$ cat src/rtl/serial_tc_pkg.sv
// -----------------------------------------------------------------------------
// serial_tc_pkg
// Shared definitions for the multi-lane serial two's-complement block:
//   - MODE_PASS / MODE_NEG : values of the 'mode' input
//   - state_e              : framing FSM states
//   - cnt_width()          : width of the bit counter for a W-bit word
// -----------------------------------------------------------------------------
package serial_tc_pkg;

    localparam logic MODE_PASS = 1'b0;
    localparam logic MODE_NEG  = 1'b1;

    typedef enum logic {
        IDLE   = 1'b0,
        ACTIVE = 1'b1
    } state_e;

    // Bit counter width, clog2(W); never narrower than one bit.
    function automatic int cnt_width(input int w);
        return (w < 2) ? 1 : $clog2(w);
    endfunction

endpackage

$ cat src/rtl/serial_tc_lane.sv
// -----------------------------------------------------------------------------
// serial_tc_lane
// One lane of the serial two's-complement block. Each enabled cycle it
// processes one LSB-first input bit, registers the result bit and shifts it
// into a word register. On the last bit it publishes the parallel word and
// the negate-overflow flag, both of which hold until the next last bit.
//
// Ports:
//   t_clk  in   clock, rising edge
//   r      in   synchronous active-high reset
//   en     in   a bit is accepted this cycle
//   clr    in   the accepted bit is bit 0 of a new word (clears seen_one)
//   neg    in   mode for the accepted bit (MODE_NEG negates)
//   last   in   the accepted bit is the MSB
//   i_bit  in   serial input bit
//   y      out  registered serial result bit
//   word   out  parallel result, valid from the cycle 'last' was registered
//   ovf    out  negate overflow of the last completed word
// -----------------------------------------------------------------------------
module serial_tc_lane
    import serial_tc_pkg::*;
#(
    parameter int W = 8
) (
    input  logic         t_clk,
    input  logic         r,
    input  logic         en,
    input  logic         clr,
    input  logic         neg,
    input  logic         last,
    input  logic         i_bit,
    output logic         y,
    output logic [W-1:0] word,
    output logic         ovf
);

    logic         seen_one_q, seen_one_d;
    logic         y_q,        y_d;
    logic [W-1:0] shift_q,    shift_d;
    logic [W-1:0] word_q,     word_d;
    logic         ovf_q,      ovf_d;

    // seen_one as it applies to this bit: a new word starts with no 1 seen.
    logic seen_eff;
    logic y_next;

    always_comb begin
        // NOTE: every signal assigned here gets a default first, so no path
        // leaves it unassigned and no latch is inferred.
        seen_one_d = seen_one_q;
        y_d        = y_q;
        shift_d    = shift_q;
        word_d     = word_q;
        ovf_d      = ovf_q;

        seen_eff = seen_one_q & ~clr;
        // Two's complement LSB-first: copy up to and including the first 1,
        // invert every bit after it.
        y_next   = (neg == MODE_NEG && seen_eff) ? ~i_bit : i_bit;

        if (en) begin
            seen_one_d = seen_eff | i_bit;
            y_d        = y_next;
            shift_d    = {y_next, shift_q[W-1:1]};
            if (last) begin
                word_d = {y_next, shift_q[W-1:1]};
                // MSB set with no earlier 1 means the input was -2^(W-1).
                ovf_d  = (neg == MODE_NEG) & i_bit & ~seen_eff;
            end
        end
    end

    always_ff @(posedge t_clk) begin
        // NOTE: sequential state is updated with non-blocking assignments so
        // every flop samples the values from before this edge.
        if (r) begin
            seen_one_q <= 1'b0;
            y_q        <= 1'b0;
            shift_q    <= '0;
            word_q     <= '0;
            ovf_q      <= 1'b0;
        end else begin
            seen_one_q <= seen_one_d;
            y_q        <= y_d;
            shift_q    <= shift_d;
            word_q     <= word_d;
            ovf_q      <= ovf_d;
        end
    end

    assign y    = y_q;
    assign word = word_q;
    assign ovf  = ovf_q;

endmodule

$ cat src/rtl/serial_twos_comp_lanes.sv
// -----------------------------------------------------------------------------
// serial_twos_comp_lanes
// N parallel lanes of bit-serial, LSB-first pass / two's-complement negate
// sharing one word framing. Results appear one cycle after each accepted bit.
//
// Ports:
//   t_clk      in   clock, rising edge
//   r          in   synchronous active-high reset
//   in_valid   in   input bit strobe (all lanes)
//   sof        in   marks bit 0 of a word when in_valid=1
//   mode       in   0 pass, 1 negate; sampled on an accepted sof
//   i[N]       in   serial input bit per lane
//   y[N]       out  serial result bit per lane
//   y_valid    out  y is meaningful
//   y_eof      out  y is the MSB of a word
//   word[N*W]  out  parallel results, lane k at [k*W +: W]
//   word_valid out  one-cycle pulse, word complete
//   ovf[N]     out  per-lane negate overflow, held with word
//   frame_err  out  one-cycle pulse on a framing violation
// -----------------------------------------------------------------------------
module serial_twos_comp_lanes
    import serial_tc_pkg::*;
#(
    parameter int W = 8,
    parameter int N = 1
) (
    input  logic           t_clk,
    input  logic           r,
    input  logic           in_valid,
    input  logic           sof,
    input  logic           mode,
    input  logic [N-1:0]   i,
    output logic [N-1:0]   y,
    output logic           y_valid,
    output logic           y_eof,
    output logic [N*W-1:0] word,
    output logic           word_valid,
    output logic [N-1:0]   ovf,
    output logic           frame_err
);

    localparam int             CW       = cnt_width(W);
    localparam logic [CW-1:0]  LAST_IDX = CW'(W - 1);

    state_e        state_q,      state_d;
    logic [CW-1:0] cnt_q,        cnt_d;
    logic          mode_q,       mode_d;
    logic          y_valid_q,    y_valid_d;
    logic          y_eof_q,      y_eof_d;
    logic          word_valid_q, word_valid_d;
    logic          frame_err_q,  frame_err_d;

    logic          start;     // accepted sof
    logic          proc;      // a bit is processed this cycle
    logic          last;      // the processed bit is the MSB
    logic [CW-1:0] bit_idx;   // index of the processed bit
    logic          bit_mode;  // mode applied to the processed bit

    always_comb begin
        state_d      = state_q;
        cnt_d        = cnt_q;
        mode_d       = mode_q;
        frame_err_d  = 1'b0;

        start    = in_valid & sof;
        proc     = in_valid & (sof | (state_q == ACTIVE));
        bit_idx  = start ? '0 : cnt_q;
        bit_mode = start ? mode : mode_q;
        last     = proc & (bit_idx == LAST_IDX);

        // An sof inside a word aborts it; a non-sof bit outside a word is
        // dropped. Either way the violation is flagged.
        if (in_valid) begin
            frame_err_d = sof ? (state_q == ACTIVE) : (state_q == IDLE);
        end

        if (start) begin
            mode_d = mode;
        end

        if (proc) begin
            if (last) begin
                cnt_d   = '0;
                state_d = IDLE;
            end else begin
                cnt_d   = bit_idx + CW'(1);
                state_d = ACTIVE;
            end
        end

        y_valid_d    = proc;
        y_eof_d      = last;
        word_valid_d = last;
    end

    always_ff @(posedge t_clk) begin
        if (r) begin
            state_q      <= IDLE;
            cnt_q        <= '0;
            mode_q       <= MODE_PASS;
            y_valid_q    <= 1'b0;
            y_eof_q      <= 1'b0;
            word_valid_q <= 1'b0;
            frame_err_q  <= 1'b0;
        end else begin
            state_q      <= state_d;
            cnt_q        <= cnt_d;
            mode_q       <= mode_d;
            y_valid_q    <= y_valid_d;
            y_eof_q      <= y_eof_d;
            word_valid_q <= word_valid_d;
            frame_err_q  <= frame_err_d;
        end
    end

    for (genvar k = 0; k < N; k++) begin : g_lane
        serial_tc_lane #(
            .W (W)
        ) u_lane (
            .t_clk (t_clk),
            .r     (r),
            .en    (proc),
            .clr   (start),
            .neg   (bit_mode),
            .last  (last),
            .i_bit (i[k]),
            .y     (y[k]),
            .word  (word[k*W +: W]),
            .ovf   (ovf[k])
        );
    end

    assign y_valid    = y_valid_q;
    assign y_eof      = y_eof_q;
    assign word_valid = word_valid_q;
    assign frame_err  = frame_err_q;

endmodule

$ cat config.mk
export PLATFORM = sky130hd
export DESIGN_NAME = serial_twos_comp_lanes
export DESIGN_NICKNAME = d
export VERILOG_FILES = /design/src/rtl/serial_tc_pkg.sv /design/src/rtl/serial_tc_lane.sv /design/src/rtl/serial_twos_comp_lanes.sv
export SDC_FILE = /design/constraint.sdc
export NUM_CORES = 1
export LEC_CHECK = 0
export BUFFER_PORTS_ARGS = -buffer_cell sky130_fd_sc_hd__buf_2
export CAP_MARGIN = 20
export CORE_MARGIN = 10
export CORE_UTILIZATION = 46
export CTS_CLUSTER_SIZE = 40
export DETAILED_ROUTE_END_ITERATION = 6
export GPL_TIMING_DRIVEN = 0
export PLACE_DENSITY_LB_ADDON = 0.15
export SLEW_MARGIN = 30
export SYNTH_ARGS = -nofsm -noshare
export SYNTH_HDL_FRONTEND = slang
export SYNTH_SLANG_ARGS = --single-unit
export TNS_END_PERCENT = 5
$ cat constraint.sdc
create_clock -name t_clk -period 1.32 [get_ports t_clk]
set_input_delay 0.198 -clock t_clk [delete_from_list [all_inputs] [get_ports t_clk]]
set_output_delay 0.198 -clock t_clk [all_outputs]
set_load 0.01 [all_outputs]
==> results of run 1 <==
worst max-delay path, delay by kind of cell (launching register included):
kind	cells	cell delay (ns)
buffers and inverters	1	0.13
AO/OA/AOI/OAI	1	0.19
AND/OR/NAND/NOR	2	0.32
flip-flops	1	0.34
adder cells (fa/ha/maj)	2	0.33
area by class of cell:
| class | count | share of cell area [%] |
|---|---|---|
| Clock buffer | 4 | 2.225 |
| Sequential cell | 25 | 42.58 |
| Timing Repair Buffer | 19 | 8.263 |
| Tap cell | 27 | 2.860 |
| Multi-Input combinational cell | 77 | 39.30 |
| Buffer | 7 | 3.814 |
| Inverter | 3 | 0.9534 |
registers in the layout, indices dropped and copies added, names as in the netlist:
name and flops:
cnt_q 3, g_lane.u_lane.word 8, y_valid 1, state_q 1, g_lane.u_lane.seen_one_q 1, g_lane.u_lane.ovf 1, g_lane.u_lane.shift_q 7, word_valid 1
mode_q 1, frame_err 1
final timing paths:
kind	start	to	slack, ns	depth (start not counted)
setup reg to reg	cnt_q[0]$_SDFFE_PP0P_	g_lane[0].u_lane.word[7]$_SDFFE_PP0P_	-0.07	6
hold / removal	i	g_lane[0].u_lane.seen_one_q$_SDFFE_PP0P_	0.12	3
hold reg to reg	g_lane[0].u_lane.word[5]$_SDFFE_PP0P_	g_lane[0].u_lane.word[5]$_SDFFE_PP0P_	0.46	2
setup / recovery	cnt_q[0]$_SDFFE_PP0P_	g_lane[0].u_lane.word[7]$_SDFFE_PP0P_	-0.07	6
what timing repair did:
| item | CTS | global route |
|---|---|---|
| endpoints found under the setup margin | 10 | 19 |
| setup buffers | 1 | 0 |
| pin swaps | 0 | 0 |
| gates resized for setup | 7 | 1 |
layout by cell type (no fill, tap or decap), types with 2 or more instances in the layout:
| cell type | n |
|---|---|
| a21oi_1 | 16 |
| a311oi_1 | 2 |
| and2_4 | 2 |
| buf_2 | 18 |
| buf_4 | 4 |
| clkbuf_1 | 4 |
| clkbuf_4 | 3 |
| dfxtp_1 | 23 |
| dfxtp_2 | 2 |
| ha_4 | 2 |
| inv_1 | 3 |
| nand2_1 | 30 |
| nand3b_1 | 3 |
| nor2_1 | 5 |
per-stage QoR:
step | instances | instance area, um2 | setup slack [ns] | hold WS (ns)
3_3_place_gp | 157 | 1115 | -0.2861 | 0.4357
3_5_place_dp | 157 | 1115 | -0.3184 | 0.4441
4_1_cts | 162 | 1177 | -0.08095 | 0.1070
5_1_grt | 162 | 1181 | -0.1285 | 0.1322
2_1_floorplan | 112 | 991.0 | -0.01182 | 0.3340
6_report | 162 | 1181 | -0.07078 | 0.1197
layer usage:
layer / up-vias / GRT usage, %
li1: 421 / -
met1: 368 / 11.08
met2: 15 / 15.70
met3: 4 / 2.881
met4: 0 / 4.712
met5: - / 0
cell families (layout without fill, tap and decap cells):
| kind of cell | count (synthesis) | after routing | share of synthesized area, % |
|---|---|---|---|
| simple gates | 48 | 48 | 23.17 |
| buf+inv | 10 | 33 | 5.147 |
| fa+ha+maj | 3 | 3 | 3.861 |
| mux | 1 | 1 | 1.030 |
| compound gates | 25 | 25 | 15.32 |
| flops | 25 | 25 | 51.48 |
report_power, final:
| group | switching (mW) | total [mW] | internal, mW |
|---|---|---|---|
| sequential | 0.00942 | 0.782 | 0.772 |
| clock | 0.218 | 0.336 | 0.118 |
| combinational | 0.0632 | 0.110 | 0.0469 |
==> metrics.txt, run 1 <==
routed via count 808; Root Buffer clkbuf_4; Synth cell types 26; worst hold path type input port to flip-flop; met3 routed WL ~120 um; die width 65.97 um; Max Transition Viols Final 0; wl on met1 between 800 and 900 um; CP required about 1.6 ns; floorplan die height roughly 66 um; min Tclk post-route between 1 and 1.5 ns; vias in the first global route approximately 740; remaining global-route overflow 0; Final Hold Vio Count 0; Syn-to-layout area delta 21.49%; max cap viols 0; Pre-Repair DR Iteration Count 4; most frequent cell after synthesis nand2_1; CP Max Fanout 10; sequential area share after synthesis between 50% and 60%; area of the multi-input gates approximately 460 um2; Seq. cell area between 500 and 600 um2; Pleak 0.4995 nW; DRC 0; syn nets about 120; Setup TNS -0.3803 ns; largest net degree at the start of global routing 14; final period utilization 105.4%; final net count ~150; top sig layer met4; met2 WL post-DR 956 um; Synth Cell Area slightly below 1000 um2; Max IR drop VDD between 0.6 and 0.7 mV; Final Skew between 0.002 and 0.0025 ns; share of the synthesized area in the top cell type about half; initial drt markers 22; H-tree depth 1; area of the die approximately 4400 um2; Fillers 177; cell mode on critical path ha_4; Async SR Flop Fraction 0%; hold bufs inserted after CTS 0; row count 16; status complete, but fails checks; CTS tree built; gp weighted congestion approximately 0.76; Reg clk slew, reported paths roughly 0.13 ns; total power 1.228 mW; Cell Chain, Critical Path and2_4 -> ha_4 -> ha_4 -> and3b_1 -> buf_6 -> a311oi_1; ys flop type dfxtp_1; Fmax between 700 and 800 MHz; Inserted Clock Buffers 3; drt via density approximately 5; initial antenna violation count 0; IO buf count 18; post-synthesis cell count between 100 and 150; GRT Util Overall 9.591%; layout cells sized above 1 between 20 and 30%; failing checks negative setup slack; Post-Route WL about 2000 um; Setup-failing EPs final 10; Rel. slew slack 69.40%; unrepaired setup endpoints after global routing true; clock latency on the worst-skew pair 0.31 ns; diode count 0; Post-Syn Area per Cell 8.680 um2; synthesized flop and latch total 25; crit path capture type flip-flop; clock tree buffer depth 2; CP Data Arrival Time approximately 1.6 ns; Critical-path top delay cell dfxtp_2; synth cell count leaders nand2_1, dfxtp_1, a21oi_1, nor2_1; clk sinks 25; CORE AREA 1982 um2; IO Pins 20; Tightest Pin Transition around 0.46 ns; first-pass GRT wire length between 3000 and 4000 um; Crit Path Category flip-flop to flip-flop; DPL Wire Length 1448 um; final core utilization approximately 60%; critical path's largest stage delay ~0.34 ns; Post-synth EDFFs 0; yosys warns 0; Routed WL per cell roughly 12 um; Starting Density about 49%; Synth area leaders dfxtp_1, nand2_1, a21oi_1, ha_1, buf_4; Detail Route Antenna Nets 0; final worst slack -0.07078 ns; Pwr Density 1040 nW/um2; critical path startpoint category flip-flop; cell taking the most area after synthesis dfxtp_1
Power figures use the tool's default switching activity.
==> run 2, diff against run 1 <==
Settings changed: GPL_TIMING_DRIVEN 0 to 1.
==> metrics.txt, run 2 (synthesis results as in run 1) <==
status complete, but fails checks; failing checks negative setup slack; gp weighted congestion 0.7693 (+1.9%); final worst slack -0.07706 ns (-0.006283 ns); Syn-to-layout area delta 29.09%; CP required 1.59 ns (+0.04 ns); Rel. slew slack 69.59% (+0.20 points); largest net degree at the start of global routing 27 (+13); Fmax 715.8 MHz (-0.45%); initial antenna violation count 0 (unchanged); Max Transition Viols Final 0 (unchanged); clock tree buffer depth 2 (unchanged); Pleak 0.5406 nW (+8.2%); drt via density 5.060 (+1.4%); IO buf count 19 (+1); Setup-failing EPs final 6 (-4); leading cell types in the layout, fill and taps excluded nand2_1, dfxtp_1, buf_2, a21oi_1, buf_4; area of the die 4352 um2 (unchanged); diode count 0 (unchanged); WHS 0.1078 ns (-0.01189 ns); area of the multi-input gates 488.0 um2 (+5.1%); cell mode on critical path ha_4; final net count 150 (+3.4%); clk sinks 25 (unchanged); Starting Density 49.05% (unchanged); DPL Wire Length 1449 um (+0.12%); CP Data Arrival Time 1.66 ns (+0.03 ns); Detail Route Antenna Nets 0 (unchanged); min Tclk post-route 1.397 ns (+0.006283 ns); critical path's largest stage delay 0.35 ns (about the same); total power 1.271 mW (+3.5%); Final Skew 0.005659 ns (+0.003355 ns); initial drt markers 26 (+18%); Root Buffer clkbuf_4; Final Hold Vio Count 0 (unchanged); Max IR drop VDD 0.6322 mV (-6.1%); remaining global-route overflow 0 (unchanged); max cap viols 0 (unchanged); Cell Chain, Critical Path and2_4 -> ha_4 -> ha_4 -> buf_6 -> a211o_1 -> a21oi_2; DRC 0 (unchanged); Post-Route WL 2130 um (+9.2%); clock latency on the worst-skew pair 0.32 ns (about the same); Pre-Repair DR Iteration Count 4 (unchanged); Reg clk slew, reported paths 0.14 ns (about the same); critical path startpoint category flip-flop; Seq. cell area 503.0 um2 (unchanged); Fillers 186 (+5.1%); layout cells sized above 1 34.29% (+8.4 points); first-pass GRT wire length 3567 um (+7.1%); final period utilization 105.8% (+0.48 points); IO Pins 20 (unchanged); floorplan die height 65.97 um (unchanged); most common cell after layout, fill and taps aside nand2_1; Tightest Pin Transition 0.4561 ns (-0.002961 ns); Critical-path top delay cell dfxtp_2; CTS tree built; die width 65.97 um (unchanged); Inserted Clock Buffers 3 (unchanged); row count 16 (unchanged); GRT Util Overall 10.39% (+0.79 points); worst hold path type input port to flip-flop; hold bufs inserted after CTS 0 (unchanged); routed via count 845 (+4.6%); CP Max Fanout 4 (-6); Pwr Density 1013 nW/um2 (-2.6%); hold path cells 3 (unchanged); H-tree depth 1 (unchanged); CORE AREA 1982 um2 (unchanged); unrepaired setup endpoints after global routing true; crit path capture type flip-flop; r2r worst-path depth 6 (unchanged); vias in the first global route 828 (+13%); Routed WL per cell 12.75 um (+6.0%); Crit Path Category flip-flop to flip-flop; max reg flops 8 (unchanged)
[run 2: changes by cell type in the layout (fill, tap and decap cells not counted), moves of 2 or more]
| cell | change |
|---|---|
| and3b_2 | +2 |
| buf_4 | +4 |
| buf_6 | +2 |
| clkbuf_1 | -4 |
[run 2: area by class of cell]
class / count / share of cell area (%)
Clock buffer: 3 / 1.795
Clock inverter: 1 / 0.5982
Inverter: 3 / 0.8973
Multi-Input combinational cell: 78 / 38.88
Sequential cell: 25 / 40.08
Tap cell: 27 / 2.692
Timing Repair Buffer: 30 / 15.05
[run 2: metrics by stage]
| stage | setup TNS, ns | worst slack [ns] | cell area (um2) | instances | util, % |
|---|---|---|---|---|---|
| 2_1_floorplan | -0.01775 | -0.01182 | 991.0 | 112 | - |
| 3_3_place_gp | -1.588 | -0.1948 | 1160 | 162 | 58.52 |
| 3_5_place_dp | -2.192 | -0.2627 | 1160 | 162 | 58.52 |
| 4_1_cts | -0.3933 | -0.04568 | 1204 | 167 | 60.73 |
| 5_1_grt | -0.4646 | -0.1138 | 1255 | 167 | 63.32 |
| 6_report | -0.1425 | -0.07706 | 1255 | 167 | 63.32 |
[run 2: where the power goes]
part / switching [mW] / total [mW] / internal, mW
clock: 0.241 / 0.357 / 0.116
sequential: 0.00970 / 0.782 / 0.773
combinational: 0.0700 / 0.132 / 0.0619
[run 2: timing repair]
item | 4_1_cts | 5_1_grt
setup buffers | 0 | 0
cloned | 1 | 0
gates resized for setup | 3 | 12
endpoints found under the setup margin | 11 | 21
pin swaps | 0 | 7
[run 2: critical path: cells and delay by family (launching register included)]
| family | cells | cell delay (ns) |
|---|---|---|
| compound gates | 2 | 0.40 |
| fa+ha+maj | 2 | 0.32 |
| buf+inv | 1 | 0.12 |
| flops | 1 | 0.35 |
| simple gates | 1 | 0.15 |
[run 2: final timing paths]
| path | startpoint | endpoint | slack, ns |
|---|---|---|---|
| setup / recovery | cnt_q[0]$_SDFFE_PP0P_ | cnt_q[0]$_SDFFE_PP0P_ | -0.08 |
| setup reg to reg | cnt_q[0]$_SDFFE_PP0P_ | cnt_q[0]$_SDFFE_PP0P_ | -0.08 |
| hold reg to reg | g_lane[0].u_lane.word[6]$_SDFFE_PP0P_ | g_lane[0].u_lane.word[6]$_SDFFE_PP0P_ | 0.46 |
| hold / removal | i | g_lane[0].u_lane.seen_one_q$_SDFFE_PP0P_ | 0.11 |
[run 2: layer usage]
layer  share of wire, %  up-vias  global-route usage [%]
li1                   -      432                       -
met1                 43      399                   10.31
met2                 51       10                   18.60
met3                5.0        4                   3.051
met4                1.5        0                   6.283
met5                  0        -                       0
==> run 3, diff against run 2 <==
Settings changed: SETUP_SLACK_MARGIN from default to 0.15.
==> metrics.txt, run 3 (synthesis results as in run 1) <==
Crit Path Category flip-flop to flip-flop; area of the die 4352 um2 (unchanged); DPL Wire Length 1449 um (unchanged); crit path from cnt_q[0]$_SDFFE_PP0P_; largest net degree at the start of global routing 27 (unchanged); WHS 0.1145 ns (+0.006682 ns); most used routing layer met2; total power 1.277 mW (+0.44%); first-pass GRT wire length 3567 um (unchanged); most common cell after layout, fill and taps aside nand2_1; clk sinks 25 (unchanged); layout cells sized above 1 35.00% (+0.71 points); Inserted Clock Buffers 3 (unchanged); initial antenna violation count 0 (unchanged); diode count 0 (unchanged); hold bufs inserted after CTS 0 (unchanged); GRT Util Overall 10.39% (unchanged); Fmax 716.5 MHz (+0.10%); Root Buffer clkbuf_4; placed cells 162 (unchanged); initial drt markers 30 (+15%); Detail Route Antenna Nets 0 (unchanged); Starting Density 49.05% (unchanged); crit path capture type flip-flop; Final Skew 0.001628 ns (-0.004030 ns); remaining global-route overflow 0 (unchanged); CTS tree built; final net count 150 (unchanged); non-filler instance count after layout 167 (unchanged); gp weighted congestion 0.7693 (unchanged); Setup-failing EPs final 4 (-2); HP Start i; Worst R2R Start cnt_q[0]$_SDFFE_PP0P_; routed via count 835 (-1.2%); status complete, but fails checks; CORE AREA 1982 um2 (unchanged); Pwr Density 1003 nW/um2 (-0.94%); IO Pins 20 (unchanged); worst hold path type input port to flip-flop; critical path startpoint category flip-flop; final worst slack -0.07565 ns (+0.001410 ns); Post-Route WL 2159 um (+1.4%); M1 GR Usage 10.31% (unchanged); floorplan die height 65.97 um (unchanged); drt via density 5.000 (-1.2%); max cap viols 0 (unchanged); H-tree depth 1 (unchanged); Final Hold Vio Count 0 (unchanged); clock latency on the worst-skew pair 0.32 ns (about the same); vias in the first global route 828 (unchanged); Fillers 182 (-2.2%); Routed WL per cell 12.93 um (+1.4%); CP Data Arrival Time 1.66 ns (about the same); Tightest Pin Transition 0.4631 ns (+0.006998 ns); row count 16 (unchanged); IO buf count 19 (unchanged); Pleak 0.5446 nW (+0.74%); leading cell types in the layout, fill and taps excluded nand2_1, dfxtp_1, buf_2, a21oi_1, buf_4; Global Route met2 Usage 18.60% (unchanged); Pre-Repair DR Iteration Count 4 (unchanged); failing checks negative setup slack; DRC 0 (unchanged); Max IR drop VDD 0.6318 mV (about the same); CP Max Fanout 4 (unchanged); met3 Use GR 3.051% (unchanged); max reg flops 8 (unchanged); clock tree buffer depth 2 (unchanged); die width 65.97 um (unchanged); unrepaired setup endpoints after global routing true; Max Transition Viols Final 0 (unchanged); Reg clk slew, reported paths 0.14 ns (about the same); final period utilization 105.7% (-0.11 points); final core utilization 64.20% (+0.88 points); Rel. slew slack 69.13% (-0.47 points); min Tclk post-route 1.396 ns (-0.001410 ns); Syn-to-layout area delta 30.89%; CP required 1.58 ns (about the same)
==> run 3: cell counts in the layout (fill, tap and decap cells not counted) <==
Identical to the previous run, type by type.
==> run 3: timing repair <==
action | in CTS | in global routing
resized for setup | 4 | 15
gates cloned | 1 | 0
setup endpoints to repair | 22 | 23
buffers inserted | 0 | 0
pin swaps | 0 | 7
==> run 3: worst max-delay path: stages, from the launching register on <==
cell and delay (ns):
dfxtp_2 0.34, and2_4 0.15, ha_4 0.15, ha_4 0.17, buf_6 0.12, a211o_1 0.27
a21oi_2 0.13
==> run 3: metrics by stage <==
step,TNS (ns),setup slack [ns],area [um2]
4_1_cts,-0.3933,-0.04567,1211
3_3_place_gp,-1.588,-0.1948,1160
3_5_place_dp,-2.192,-0.2627,1160
2_1_floorplan,-0.01775,-0.01182,991.0
5_1_grt,-0.4698,-0.1138,1272
6_report,-0.1250,-0.07565,1272
==> run 3: path summary, 6_finish.rpt <==
kind,slack [ns],cells after the start,to
hold / removal,0.11,3,g_lane[0].u_lane.seen_one_q$_SDFFE_PP0P_
hold reg to reg,0.46,2,g_lane[0].u_lane.word[6]$_SDFFE_PP0P_
setup / recovery,-0.08,6,cnt_q[0]$_SDFFE_PP0P_
setup reg to reg,-0.08,6,cnt_q[0]$_SDFFE_PP0P_
==> run 3: layer usage <==
layer	routed length [um]	share of wire (%)
met1	926	43
met4	46	2.1
met3	109	5.0
met5	0	0
met2	1077	50
==> run 3: area by class of cell <==
cell class / count / area (um2) / share of cell area, %
sequential: 25 / 503.0 / 39.53
multi-input combinational: 78 / 498.0 / 39.13
timing repair buffer: 30 / 196.4 / 15.44
tap: 27 / 33.78 / 2.655
clock buffer: 3 / 22.52 / 1.770
inverter: 3 / 11.26 / 0.8850
clock inverter: 1 / 7.507 / 0.5900
==> run 3: report_power, final <==
part / leakage [nW] / internal, mW / switching, mW
Sequential: 0.204 / 0.773 / 0.0102
Clock: 0.0139 / 0.116 / 0.238
Combinational: 0.327 / 0.0675 / 0.0729
